==> src/rtl/demux_rr_dispatcher.sv <==
// Round-robin dispatcher feeding a 1-to-4 demux: holds one beat with its
// committed destination channel and a delivered-beat counter.
module demux_rr_dispatcher #(
    parameter int WIDTH = 8,
    parameter int CNT_W = 16
) (
    input  logic             clk,
    input  logic             rst_n,
    input  logic [WIDTH-1:0] in_data,
    input  logic             in_valid,
    output logic             in_ready,
    input  logic [3:0]       ch_en,
    output logic [WIDTH-1:0] out_data,
    output logic [1:0]       out_sel,
    output logic [3:0]       out_valid,
    input  logic [3:0]       out_ready,
    output logic [CNT_W-1:0] beat_cnt
);

    typedef enum logic {EMPTY = 1'b0, FULL = 1'b1} state_t;

    state_t           state_reg;
    logic [WIDTH-1:0] data_reg;
    logic [1:0]       sel_reg;
    logic [1:0]       ptr_reg;
    logic [CNT_W-1:0] cnt_reg;
    logic [1:0]       dest_next;
    logic             accept;
    logic             deliver;

    assign deliver  = (state_reg == FULL) && out_ready[sel_reg];
    assign in_ready = (ch_en != 4'b0000) && ((state_reg == EMPTY) || deliver);
    assign accept   = in_valid && in_ready;

    // Descending scan so the enabled channel closest to ptr wins.
    always_comb begin
        logic [1:0] idx;
        dest_next = ptr_reg;
        idx       = ptr_reg;
        for (int k = 3; k >= 0; k--) begin
            idx = ptr_reg + 2'(k);
            if (ch_en[idx]) begin
                dest_next = idx;
            end
        end
    end

    always_ff @(posedge clk or negedge rst_n) begin
        if (!rst_n) begin
            state_reg <= EMPTY;
            data_reg  <= '0;
            sel_reg   <= 2'd0;
            ptr_reg   <= 2'd0;
            cnt_reg   <= '0;
        end else begin
            case (state_reg)
                EMPTY: begin
                    if (accept) begin
                        state_reg <= FULL;
                        data_reg  <= in_data;
                        sel_reg   <= dest_next;
                    end
                end
                FULL: begin
                    if (accept) begin
                        data_reg <= in_data;
                        sel_reg  <= dest_next;
                    end else if (deliver) begin
                        state_reg <= EMPTY;
                    end
                end
                default: state_reg <= EMPTY;
            endcase
            if (accept) begin
                ptr_reg <= dest_next + 2'd1;
            end
            if (deliver) begin
                cnt_reg <= cnt_reg + 1'b1;
            end
        end
    end

    // Valid is a pure decode of state and committed select, so reset clears it at once.
    generate
        for (genvar gi = 0; gi < 4; gi++) begin : g_valid
            assign out_valid[gi] = (state_reg == FULL) && (sel_reg == 2'(gi));
        end
    endgenerate

    assign out_data = data_reg;
    assign out_sel  = sel_reg;
    assign beat_cnt = cnt_reg;

endmodule
==> config.mk <==
export PLATFORM = sky130hd
export DESIGN_NAME = demux_rr_dispatcher
export DESIGN_NICKNAME = d
export VERILOG_FILES = /design/src/rtl/demux_rr_dispatcher.sv
export SDC_FILE = /design/constraint.sdc
export NUM_CORES = 1
export LEC_CHECK = 0
export CAP_MARGIN = 20
export CORE_MARGIN = 3
export CORE_UTILIZATION = 45
export CTS_CLUSTER_SIZE = 8
export DETAILED_ROUTE_END_ITERATION = 12
export PLACE_DENSITY = 0.87
export SETUP_SLACK_MARGIN = 0.2
export SYNTH_ARGS = -nofsm -noshare
export SYNTH_HDL_FRONTEND = slang
export SYNTH_SLANG_ARGS = --single-unit
==> constraint.sdc <==
create_clock -name clk -period 2.8 [get_ports clk]
set_input_delay 0.7 -clock clk [delete_from_list [all_inputs] [get_ports clk]]
set_output_delay 0.7 -clock clk [all_outputs]
set_load 0.02 [all_outputs]
==> flow_metrics.py <==
metrics = {
    "die": {
        "num_rows": 19,
        "die_w_um": 61.8,
        "start_util": 0.491,
        "ioPinCount": 50,
        "core_area_um2": 2850,
        "fp.dieH_um": 61.8,
        "dieArea_um2": 3820,
    },
    "yosys": {
        "postSynthAreaPerCell_um2": 11.9,
        "synth_largest_area_cell": "dfrtp_1",
        "synthesis.nets": 138,
        "synth-seq-cells": 29,
        "yosys.cell_count.top_type": "dfrtp_1",
        "syn-cell-area_um2": 1400,
        "synth_edf_count": 0,
        "synth_flop_cell": "dfrtp_1",
        "yosys.area.top_type_share": 0.518,
        "yosys_warnings": 0,
        "synth_seq_area_share": 0.518,
        "netlist_top_cells_count": "29 x dfrtp_1, 15 x nand2_1, 13 x xnor2_1",
        "synthCells": 118,
        "ys_async_sr_fraction": 1.00,
        "ys_types": 35,
        "yosys-top-cells-area": "dfrtp_1 52%, xnor2_1 8.1%, mux2_4 4.3%, mux2_2 4.0%, nand2_1 4.0%",
    },
    "timing": {
        "min_period_over_period": 0.905,
        "slew_headroom": 0.750,
        "setup_viol": 0,
        "rsz0062_at_grt": "false",
        "tightestPinTransition_ns": 0.371,
        "max_freq_mhz": 395,
        "final_hold_viol_count": 0,
        "holdWs_ns": 0.487,
        "drv_slew": 0,
        "min_period_ns": 2.53,
        "fin_skew_ns": 0.00838,
        "fin_setup_tns_ns": 0,
    },
    "setup_path": {
        "end_kind": "output pin",
        "path_class": "in -> out",
        "critPathMaxStageDelay_ns": 0.49,
        "setup.worst_path.start_class": "input port",
        "r2r_slack_ns": 0.67,
        "crit_arrival_ns": 1.83,
        "crit_fanout": 2,
        "r2r-start": "out_sel[0]",
        "worstReg2RegEnd": "out_sel[1]",
        "crit_chain": "dlygate4sd2_1, mux4_2, nand2b_4, and2_4, buf_6",
        "slowest_stage": "mux4_2",
        "crit_required_ns": 2.10,
        "ff2ff_path_depth": 6,
    },
    "final_layout": {
        "fin_util": 0.724,
        "fill_cells": 210,
        "instances_no_fill": 214,
        "drive_above_1_share": 0.224,
        "area_growth_pct": 47.5,
        "antenna_cells": 0,
        "nNetsFinal": 202,
        "largest_reg_flops": 16,
    },
    "global_routing": {
        "overflow": 0,
        "grt_start_max_net_pins": 30,
        "grt_usage": 0.194,
        "grt_pass1_vias": 1198,
        "grt_pass1_wl_um": 5320,
        "antenna_found_initial": 0,
    },
    "route": {
        "drc_errors": 0,
        "dr_total_vias": 1128,
        "drt_iter0_drc": 25,
        "avgViaCountPerCell": 5.27,
        "first_pass_iters": 4,
        "ant_nets": 0,
        "wirelength_um": 3170,
        "wl_per_cell_um": 14.8,
    },
    "pwr": {
        "power_density_nw_per_um2": 944,
        "finalPower_mw": 1.95,
        "leakage_nw": 0.910,
        "ir_drop_v": 0.000664,
    },
    "placed_design": {
        "placement.io_buffers": 49,
        "gp_congestion": 0.775,
        "dpl.hpwl_um": 2390,
        "placed_cells": 204,
    },
    "worst_hold_path": {
        "whs_endpoint": "beat_cnt[15]",
        "hp-start": "beat_cnt[15]",
        "holdPathStages": 1,
        "hp-class": "reg -> reg",
    },
    "clock_tree": {
        "cts_tree": "yes",
        "insertion_delay_ns": 0.33,
        "cts_hold_buffers": 0,
        "clkSinkCount": 29,
        "cts_buffers": 5,
        "cts_buffer_depth": 2,
        "clk_pin_slew_ns": 0.10,
        "cts_max_level": 2,
        "cts-root-buf": "clkbuf_4",
    },
    "outcome": {
        "status": "finished, final reports clean",
    },
    "job": {
        "drv_cap": 0,
    },
}
-- cell families (layout without fill, tap and decap cells) --
| kind of cell | Yosys count | count (layout) | share of synthesized area |
|---|---|---|---|
| AOI/OAI and AO/OA | 9 | 9 | 0.0447 |
| xor gates and xnor gates | 16 | 16 | 0.100 |
| adders and majority gates | 1 | 1 | 0.00894 |
| buffers and inverters | 5 | 70 | 0.0241 |
| DFF | 29 | 29 | 0.518 |
| muxes | 10 | 10 | 0.0992 |
| and+or+nand+nor | 48 | 48 | 0.205 |
-- power breakdown --
part | switching, mW | total, mW | internal [mW]
clock network | 0.154 | 0.368 | 0.213
logic | 0.407 | 0.899 | 0.492
registers | 0.138 | 0.682 | 0.544
total | 0.700 | 1.95 | 1.25
-- area by class of cell --
class	instances	area, um2	share of cell area
Tap cell	31	38.8	0.0188
Sequential cell	29	726	0.351
Clock inverter	1	30.0	0.0145
Multi-Input combinational cell	84	643	0.311
Timing Repair Buffer	59	562	0.272
Clock buffer	7	55.1	0.0267
Inverter	3	11.3	0.00545
-- worst max-delay path by stage --
stage / from / end / slack (ns) / cells past startpoint
2_1_floorplan: out_ready[3] / in_ready / 0.56 / 3
3_3_place_gp: out_ready[3] / in_ready / -0.31 / 5
3_5_place_dp: out_ready[3] / in_ready / -0.32 / 5
4_1_cts: out_ready[3] / in_ready / 0.26 / 5
5_1_grt: out_sel[0] / in_ready / 0.22 / 4
6_report: out_ready[3] / in_ready / 0.27 / 5
-- per-stage QoR --
stage                     setup WS (ns)  cell area (um2)
after detailed placement         -0.319             1970
after floorplan                   0.560             1400
after global routing              0.220             2070
final                             0.266             2070
after CTS                         0.264             2070
after global placement           -0.308             1970
-- placed cells by master (no fill, tap or decap), types with 3 or more instances in the layout --
master,instances
mux2_2,5
nor2b_1,3
nor2_1,7
xnor2_1,13
xor2_1,3
buf_4,10
nand2_1,15
dfrtp_1,29
nand3_1,5
clkdlybuf4s50_1,44
mux2_4,4
clkbuf_4,5
inv_1,3
dlygate4sd2_1,4
-- worst max-delay path, delay by kind of cell --
kind / cells / cell delay, ns
simple gates: 2 / 0.30
mux: 1 / 0.49
buf+inv: 2 / 0.34
-- per-layer routing --
metal / up-vias / global-route usage / routed length, um
li1: 532 / - / -
met1: 557 / 0.213 / 1290
met2: 37 / 0.344 / 1690
met3: 2 / 0.0785 / 173
met4: 0 / 0.0545 / 25
met5: - / 0 / 0
-- repair_timing --
action	CTS	global route
buffers inserted	2	0
endpoints found under the setup margin	1	0
resized for setup	11	0
Power figures use the tool's default switching activity.
